## src/rtl/damage_sequencer.sv

```systemverilog
// Turn-level controller for the damage datapath: load, calculate, commit, then step the HP bar down with one white draw per column.
// Optional DMG_SEQ_TIMEOUT_EN adds a per-column draw timeout with a sticky timeout_err flag.
module damage_sequencer #(
    parameter int MOVE_W       = 3,
    parameter int DRAW_TIMEOUT = 1023,
    parameter int TO_W         = 10
) (
    input  logic              clock,
    input  logic              reset,
    input  logic [MOVE_W-1:0] move_in,
    input  logic              move_valid,
    output logic              move_ready,
    output logic [MOVE_W-1:0] move_out,
    output logic              enable_DMG_reg,
    output logic              enable_DMG_calc,
    output logic              enable_HP_calc,
    output logic              enable_decrement_control,
    output logic              enable_draw_decrease,
    input  logic              done_damage,
    input  logic              done_decrement,
    input  logic              game_over,
    output logic              turn_done,
    output logic              battle_over,
    output logic              busy,
    output logic              timeout_err
);

    typedef enum logic [3:0] {
        S_IDLE,
        S_LOAD,
        S_CALC,
        S_COMMIT,
        S_CHECK,
        S_STEP,
        S_SETTLE,
        S_DRAW,
        S_FINISH,
        S_OVER
    } state_t;

    state_t state;

    if (DRAW_TIMEOUT < 1 || DRAW_TIMEOUT >= (1 << TO_W)) begin : g_bad_timeout_cfg
        $error("damage_sequencer: DRAW_TIMEOUT does not fit in TO_W bits");
    end

`ifdef DMG_SEQ_TIMEOUT_EN
    logic [TO_W-1:0] draw_cnt;
`endif

    // Every output is decided together with the next state, so each one
    // reflects the state the machine has just entered (Moore, registered).
    always_ff @(posedge clock or negedge reset) begin
        if (!reset) begin
            state                    <= S_IDLE;
            move_ready               <= 1'b0;
            move_out                 <= '0;
            enable_DMG_reg           <= 1'b0;
            enable_DMG_calc          <= 1'b0;
            enable_HP_calc           <= 1'b0;
            enable_decrement_control <= 1'b0;
            enable_draw_decrease     <= 1'b0;
            turn_done                <= 1'b0;
            battle_over              <= 1'b0;
            busy                     <= 1'b0;
            timeout_err              <= 1'b0;
`ifdef DMG_SEQ_TIMEOUT_EN
            draw_cnt                 <= '0;
`endif
        end else begin
            // NOTE: non-blocking assignments throughout; the single-cycle
            // pulses default low here and are re-asserted by the case below.
            enable_DMG_reg           <= 1'b0;
            enable_DMG_calc          <= 1'b0;
            enable_HP_calc           <= 1'b0;
            enable_decrement_control <= 1'b0;
            turn_done                <= 1'b0;

            case (state)
                S_IDLE: begin
                    move_ready <= 1'b1;
                    if (move_ready && move_valid && $onehot(move_in)) begin
                        state          <= S_LOAD;
                        move_out       <= move_in;
                        move_ready     <= 1'b0;
                        busy           <= 1'b1;
                        enable_DMG_reg <= 1'b1;
                    end
                end
                S_LOAD: begin
                    state           <= S_CALC;
                    enable_DMG_calc <= 1'b1;
                end
                S_CALC: begin
                    state          <= S_COMMIT;
                    enable_HP_calc <= 1'b1;
                end
                S_COMMIT: state <= S_CHECK;
                S_CHECK: begin
                    // The bar is animated to zero even when the battle ends.
                    if (game_over) battle_over <= 1'b1;
                    state                    <= S_STEP;
                    enable_decrement_control <= 1'b1;
                end
                S_STEP: state <= S_SETTLE;
                S_SETTLE: begin
                    if (done_decrement) begin
                        state     <= S_FINISH;
                        turn_done <= 1'b1;
                    end else begin
                        state                <= S_DRAW;
                        enable_draw_decrease <= 1'b1;
`ifdef DMG_SEQ_TIMEOUT_EN
                        draw_cnt             <= '0;
`endif
                    end
                end
                S_DRAW: begin
                    if (done_damage) begin
                        state                    <= S_STEP;
                        enable_draw_decrease     <= 1'b0;
                        enable_decrement_control <= 1'b1;
                    end
`ifdef DMG_SEQ_TIMEOUT_EN
                    else if (draw_cnt == TO_W'(DRAW_TIMEOUT - 1)) begin
                        state                <= S_FINISH;
                        enable_draw_decrease <= 1'b0;
                        timeout_err          <= 1'b1;
                        turn_done            <= 1'b1;
                    end else begin
                        draw_cnt <= draw_cnt + 1'b1;
                    end
`endif
                end
                S_FINISH: begin
                    move_out <= '0;
                    busy     <= 1'b0;
                    if (battle_over) begin
                        state <= S_OVER;
                    end else begin
                        state      <= S_IDLE;
                        move_ready <= 1'b1;
                    end
                end
                S_OVER: state <= S_OVER;
                default: begin
                    state      <= S_IDLE;
                    move_ready <= 1'b0;
                    busy       <= 1'b0;
                end
            endcase
        end
    end

endmodule

```

## config.mk

```make
export PLATFORM = sky130hd
export DESIGN_NAME = damage_sequencer
export DESIGN_NICKNAME = d
export VERILOG_FILES = /design/src/rtl/damage_sequencer.sv
export SDC_FILE = /design/constraint.sdc
export NUM_CORES = 1
export LEC_CHECK = 0
export ABC_AREA = 1
export BUFFER_PORTS_ARGS = -buffer_cell sky130_fd_sc_hd__buf_2
export CORE_AREA = 2 2 43 55
export DETAILED_ROUTE_END_ITERATION = 10
export DIE_AREA = 0 0 45 57
export GPL_ROUTABILITY_DRIVEN = 0
export PLACE_DENSITY_LB_ADDON = 0.25
export SLEW_MARGIN = 20
export SYNTH_ARGS = -nofsm -noshare
export SYNTH_HDL_FRONTEND = slang
export SYNTH_SLANG_ARGS = --single-unit
```

## constraint.sdc

```tcl
create_clock -name clock -period 1.36 [get_ports clock]
set_clock_uncertainty 0.15 [all_clocks]
set_input_delay 0.136 -clock clock [delete_from_list [all_inputs] [get_ports clock]]
set_output_delay 0.136 -clock clock [all_outputs]
set_load 0.02 [all_outputs]
```

After elaboration in Yosys (flattened, before gate mapping)
Cells that the tools add are included.
W data, S select, Z words.

storage, ports and cells
  input port bits = 9
  output and inout port bits = 13
  register bits after elaboration = 16
  logic and storage cells = 63

cells by class
  reductions and logical operators = 12
  mux-type cells = 23
  equality and inequality tests = 14
  add/subtract/negate cells = 2
  bitwise operators = 1

operator list
  kind                  count
  $pmux W4 S10          1
  $eq A4 B3 Y1 const B  4
  $mux W4               4
  $mux W1               12
  $reduce_and A2 Y1     5
  $eq A4 B2 Y1 const B  2
  $eq A4 B4 Y1 const B  2
  $ne A2 B2 Y1 const B  4
  $reduce_or A8 Y1      1
  $pmux W1 S2           3
  $pmux W3 S2           1
  $eq A4 B1 Y1 const B  1
  $logic_not A4 Y1      1
  $reduce_bool A2 Y1    2
  $mux W3               1
  $pmux W1 S3           1
  $reduce_and A3 Y1     1
  $add A1 B1 Y2         1
  $add A2 B1 Y2         1
  $eq A2 B1 Y1 const B  1
  $logic_and A1 B1 Y1   2
  $not A1 Y1            1

Logic depth before layout (Yosys ltp)
Gate-level depths: netlist (run 1).

  depth after elaboration = 6
  gate-level depth with buffers = 9
  mapped depth without buffers = 9

Least setup slack after synthesis (run 1)
No wires, ideal clock.

  kind = input port to flip-flop
  start point = in move_in[0]
  end point = reg move_out[0]
  stages = 6
  required time = 1.084 ns
  library setup time = 0.126 ns
  buffers on the path = 0
  data arrival time = 1.135 ns
  setup slack = -0.052 ns
  path through = inv_1 > fa_1 > inv_1 > nand4_1 > a21oi_1 > o21ai_0

on the way
  cells in the longest elaborated chain, start to end = 6
  elaborated cells between the ends (all ways) = 8
  classes of those cells = add/sub (2); eq/ne (2); mux (2); reduce/logical (2)

RTL lines
  what                                 line  RTL
  from (decl)                          10    input logic [MOVE_W-1:0] move_in,
  $add A1 B1 Y2 (implied by the code)  82    if (move_ready && move_valid && $onehot(move_in)) begin
  $add A2 B1 Y2 (implied by the code)  82
  $eq A2 B1 Y1                         82
  $logic_and A1 B1 Y1                  82
  $ne A2 B2 Y1 (no source line)        --
  $reduce_and A2 Y1 (no source line)   --
  to (signal assigned)                 84    move_out <= move_in;
  to (decl)                            13    output logic [MOVE_W-1:0] move_out,

Several ways; a longest one is shown, not always the timed one. The select of a mux whose other input is x is not followed.
A chain may end at the register's enable or synchronous reset.

Worst setup path in the final report (run 1)
  start point = reg state[3]
  end point = reg enable_draw_decrease

on the way
  cells in the longest elaborated chain, start to end = 3
  elaborated cells between the ends (all ways) = 7
  classes of those cells = eq/ne (4); mux (1); reduce/logical (2)

RTL lines
  what                                                                        line  RTL
  from (decl)                                                                 41    state_t state;
  from (signal assigned)                                                      55    state <= S_IDLE;
  from (signal assigned)                                                      83    state <= S_LOAD;
  from (signal assigned)                                                      91    state <= S_CALC;
  $eq A4 B3 Y1                                                                79    case (state)
  $ne A2 B2 Y1 (no source line) / $reduce_bool A2 Y1 (equally long branches)  --
  $reduce_and A3 Y1 (no source line)                                          --
  to (signal assigned)                                                        62    enable_draw_decrease <= 1'b0;
  to (signal assigned)                                                        112   enable_draw_decrease <= 1'b1;
  to (signal assigned)                                                        121   enable_draw_decrease <= 1'b0;
  to (decl)                                                                   18    output logic enable_draw_decrease,

Several ways; a longest one is shown, not always the timed one.

==> results of run 1 <==
[where the power goes]
part	total (W)	leakage, nW	internal, W	switching [W]
registers	0.000827	0.200	0.000671	0.000156
clock network	0.000312	0.0210	0.000163	0.000149
logic	0.00120	0.389	0.000485	0.000715
[timing repair]
item | 4_1_cts | 5_1_grt
pin swaps | 0 | 6
setup endpoints to repair | 1 | 7
resized for setup | 1 | 22
hold endpoints to repair | 23 | 1
[synth_stat cells, drive strengths merged]
| master | number | share of area (%) |
|---|---|---|
| a21oi | 4 | 2.6 |
| o211ai | 1 | 0.97 |
| fa | 1 | 2.6 |
| o21ai | 7 | 4.5 |
| nor2 | 15 | 8.9 |
| dfrtp | 16 | 52 |
| inv | 20 | 9.7 |
| nand4 | 1 | 0.81 |
| nand2 | 28 | 14 |
| buf | 1 | 0.97 |
| nand3 | 3 | 1.9 |
| nor3 | 2 | 1.3 |
| conb | 1 | 0.48 |
[through the flow]
step           total power [W]  hold slack, ns
6_report               0.00234         -0.0275
5_1_grt                0.00253         -0.0103
4_1_cts                0.00226         0.00867
3_5_place_dp           0.00191         -0.0730
3_3_place_gp           0.00189         -0.0843
2_1_floorplan          0.00147          -0.310
[area by class of cell]
type	count	area share (%)
clock buffers	4	3.25
flip-flops and latches	16	36.3
repair buffers	34	21.0
inverters	20	7.63
well taps	21	2.36
multi-input cells	63	29.5
[worst max-delay path, cell delays in order, from the launching register on]
cell and delay [ns]:
dfrtp_1 0.45, inv_1 0.14, nand2_1 0.07, nor3_1 0.18, nand2_1 0.11, a21oi_1 0.14
[layout by cell type, fill, tap and decap left out, drive strengths merged, types with 3 or more instances in the layout]
cell type,instances
buf,29
nand2,28
inv,20
dfrtp,16
nor2,15
o21ai,7
dlygate4sd3,5
a21oi,4
clkbuf,4
nand3,3
[per-layer routing]
metal / track usage, % / wire, um
met1: 16.5 / 703
met2: 24.5 / 974
met4: 7.56 / 23
met3: 1.90 / 77
met5: 0 / 0
[kinds of logic (layout without fill, tap and decap cells)]
group	after synthesis	count (layout)	synth area share, %
AO/OA/AOI/OAI	12	12	8.05
flip-flops	16	16	51.5
adder cells (fa/ha/maj)	1	1	2.58
buffers and inverters	21	58	10.6
other	1	1	0.483
AND/OR/NAND/NOR	49	49	26.7
[how the worst min path moves through the flow]
stage	end	cells after the start	start
finish	move_out[0]$_DFFE_PN0P_	3	move_in[0]
global route	move_out[0]$_DFFE_PN0P_	3	move_in[0]
CTS	move_out[2]$_DFFE_PN0P_	4	move_in[2]
detailed placement	move_out[1]$_DFFE_PN0P_	1	reset
global placement	move_out[2]$_DFFE_PN0P_	1	reset
floorplan	battle_over$_DFFE_PN0P_	0	reset
==> results.cfg, run 1 <==
[timing]
setup_viol = 0
fin_crit_sh_pct = 95.8
final_hold_viol_count = 1
tns_ns = 0
rsz0062_at_grt = yes
fin_crit_ns = 1.30
fmax_ghz = 0.768
drv_slew = 0
holdWs_ns = -0.0275
layout_setup_ws_ns = 0.0572

[finish]
regArea_um2 = 404
n_fill_cell = 201
reg_top3 = state: 4 flops, move_out: 3 flops
multi_input_area_um2 = 329
fin_cells = 158
regMostFlops = state
post-route-util_pct = 53.3
n_antenna_cell = 0
design_area_mm2 = 0.00111
drive_gt1_share_pct = 38.7
fin_nets = 148
largest_register_ffs = 4
area_growth_pct = 43.5

[yosys]
syn_nets = 110
postSynthCellCount = 100
ys_seq_elements = 16
syn-mean-instance-area_um2 = 7.77
ys_seq_area_share_pct = 51.5
ys_types = 16
synthesis.area_um2 = 777
synth_warnings = 1

[setup_path]
crit_path_end = enable_draw_decrease$_DFFE_PN0P_
end_kind = register
worst_ep_required_time_ns = 1.43
worstRegToRegCells = 5
startpoint = state[3]$_DFFE_PN0P_
rrSetupSlack_ns = 0.06
arrival_ns = 1.37
worstSetupStartpointType = register
reg2reg_to = enable_draw_decrease$_DFFE_PN0P_
r2r-start = state[3]$_DFFE_PN0P_
crit_fanout = 4
critPathKind = register to register

[floorplanning]
initial_core_util_pct = 37.1
die_w_um = 45
rows = 19
dieArea_mm2 = 0.00257
num_io_pins = 22
die_h_um = 57
coreArea_mm2 = 0.00209

[global_route]
grt_pass1_vias = 696
grt_pass1_wl_um = 2720
grt_max_degree = 17
antenna_found_initial = 0
grtUsageTotal_pct = 14.2
overflow = 0

[outcome]
status = finished, violations left
violations = hold timing

[min_path]
min_path_type = input pin to register

[routing]
first_iter_violations = 12
drtPass1Iterations = 4
wl_per_cell_um = 11.3
drcViolationCount = 0
via_count = 758
viasPerCell = 4.80
drt_wl_total_um = 1780
antenna_left = 0

[run]
drv_cap = 0

[place]
dpl.hpwl_um = 1310
post_dp_cell_area_um2 = 975
dp_cells = 149
io_buffers = 20
pre_cts_ws_ns = -0.295

[power_and_ir_drop]
power.density_mw_per_mm2 = 2100
peakVddDrop_uv = 1160
leakagePower_nw = 0.609

[clocking]
cts_inserted_buffers = 3
cts_hold_buffers = 5
path_clk_slew_ns = 0.09
clk_latency_ns = 0.28
h-tree-depth = 1
cts-root-buf = clkbuf_4
cts_buffer_depth = 2
cts_tree = built
postCtsSetupBuffers = 0
clock-sinks = 16
Power figures use the tool's default switching activity.
==> run 2, diff against run 1 <==
CTS_BUF_LIST = sky130_fd_sc_hd__clkbuf_4 sky130_fd_sc_hd__clkbuf_8   (was unset)
clock period = 1.3 ns   (was 1.36 ns; I/O delays follow)
==> run 2 against run 1 <==
The run ends with setup timing left. Non-clock buffer count rose by 5. Power rose by 15%. Sequential power rose by 6.4%. Clock power rose by 6%. Maximum frequency fell by 1.6%. Global-route usage rose by 2.2 points. Worst hold slack improved by 0.051 ns. Largest cell class unchanged. Highest routed layer is now met3.
==> results.cfg, run 2 (same netlist as run 1, synthesis figures left out) <==
[min_path]
min_path_type = input pin to register

[floorplanning]
num_io_pins = 22
die_w_um = 45
coreArea_mm2 = 0.00209
die_h_um = 57
dieArea_mm2 = 0.00257
initial_core_util_pct = 37.1
rows = 19

[clocking]
cts-root-buf = clkbuf_4
cts_buffer_depth = 2
cts_inserted_buffers = 3
h-tree-depth = 1
clock-sinks = 16
clk_latency_ns = 0.29
cts_tree = built
path_clk_slew_ns = 0.10

[setup_path]
critPathSlowestCell = dfrtp_2
cpPeakStageDelay_ns = 0.47
crit_fanout = 5
critPathKind = register to register
worst_ep_required_time_ns = 1.34
worstSetupStartpointType = register
arrival_ns = 1.36
end_kind = register
crit_chain = nor2_4 -> nand2_2 -> buf_6 -> a21oi_4 -> o21ai_1

[routing]
drcViolationCount = 0
via_count = 776
viasPerCell = 4.76
wl_per_cell_um = 11.7
first_iter_violations = 8
drtPass1Iterations = 4
drt_wl_total_um = 1900
antenna_left = 0

[timing]
fmax_ghz = 0.755
drv_slew = 0
setup_viol = 4
fin_crit_sh_pct = 102
fin_crit_ns = 1.32
layout_setup_ws_ns = -0.0242
tns_ns = -0.0558
rsz0062_at_grt = yes
final_hold_viol_count = 0

[finish]
design_area_mm2 = 0.00121
n_fill_cell = 181
area_growth_pct = 55.7
n_antenna_cell = 0
final_common_cell = nand2_1
layout_common_cells = nand2_1 (22), buf_2 (18), inv_1 (15), dfrtp_1 (13), buf_4 (10)
fin_nets = 153
regMostFlops = state
reg_top3 = state: 4 flops, move_out: 3 flops
drive_gt1_share_pct = 47.2
largest_register_ffs = 4

[power_and_ir_drop]
peakVddDrop_uv = 1330
power.total_w = 0.00269
power.density_mw_per_mm2 = 2230
leakagePower_nw = 0.648

[outcome]
violations = setup timing
status = finished, violations left

[place]
io_buffers = 20
pre_cts_ws_ns = -0.351
post_dp_cell_area_um2 = 982
dpl.hpwl_um = 1300

[global_route]
grt_pass1_vias = 763
grt_max_degree = 17
overflow = 0
grtUsageTotal_pct = 16.4
antenna_found_initial = 0
grt_pass1_wl_um = 3170

[run]
drv_cap = 0
run 2: cell count changes in the layout (fill, tap and decap cells not counted), moves of 2 or more:
cell | previous run | this run
nor2_4 | 3 | 5
o21ai_0 | 4 | 2
nand2_1 | 25 | 22
nand2_2 | 3 | 5
nor2_1 | 7 | 4
buf_6 | 1 | 5
inv_2 | 2 | 4
run 2: final timing paths:
check                      depth (start not counted)                 endpoint                  from  slack, ns
min reg2reg                                        2         busy$_DFFE_PN0P_      busy$_DFFE_PN0P_       0.37
min in group asynchronous                          2  move_out[2]$_DFFE_PN0P_                 reset       0.12
max                                                5  move_out[0]$_DFFE_PN0P_  state[1]$_DFFE_PN0P_      -0.02
max in group asynchronous                          2     state[0]$_DFFE_PN0P_                 reset       0.58
max reg2reg                                        5  move_out[0]$_DFFE_PN0P_  state[1]$_DFFE_PN0P_      -0.02
min                                                4  move_out[2]$_DFFE_PN0P_            move_in[2]       0.02
run 2: repair_timing:
action                                  CTS  global route
setup buffers                             1             2
pin swaps                                 3            11
hold buffers                              6             0
endpoints found under the hold margin    25             0
gates cloned                              0             0
gates resized for setup                  13            26
endpoints found under the setup margin    6            11
run 2: stage by stage:
step	utilization (%)	hold slack (ns)	instances
final	57.8	0.0232	163
after floorplan	-	-0.316	100
after global placement	46.9	-0.0897	150
after CTS	53.2	0.0174	161
after detailed placement	46.9	-0.0850	150
after global routing	57.8	0.0361	163
run 2: worst max-delay path: cells and delay by family (launching register included):
family / cells / cell delay [ns]
buffers and inverters: 1 / 0.13
AO/OA/AOI/OAI: 2 / 0.20
flip-flops: 1 / 0.47
AND/OR/NAND/NOR: 2 / 0.27
run 2: area by class of cell:
type	count	area [um2]	area share (%)
Clock buffer	4	36.3	3.00
Sequential cell	16	404	33.4
Inverter	20	82.6	6.83
Tap cell	21	26.3	2.17
Multi-Input combinational cell	63	379	31.3
Timing Repair Buffer	39	282	23.3
run 2: report_power, final:
part           switching (W)  internal, W  total, W
clock               0.000160     0.000171  0.000331
sequential          0.000178     0.000701  0.000880
combinational       0.000842     0.000640   0.00148
run 2: per-layer routing:
| metal | track usage [%] | up-vias | routed length [um] | share of wire (%) |
|---|---|---|---|---|
| met5 | 0 | - | 0 | 0 |
| li1 | - | 388 | - | - |
| met3 | 1.90 | 0 | 82 | 4.3 |
| met4 | 5.04 | 0 | 0 | 0 |
| met1 | 18.9 | 365 | 768 | 40 |
| met2 | 30.4 | 23 | 1050 | 55 |
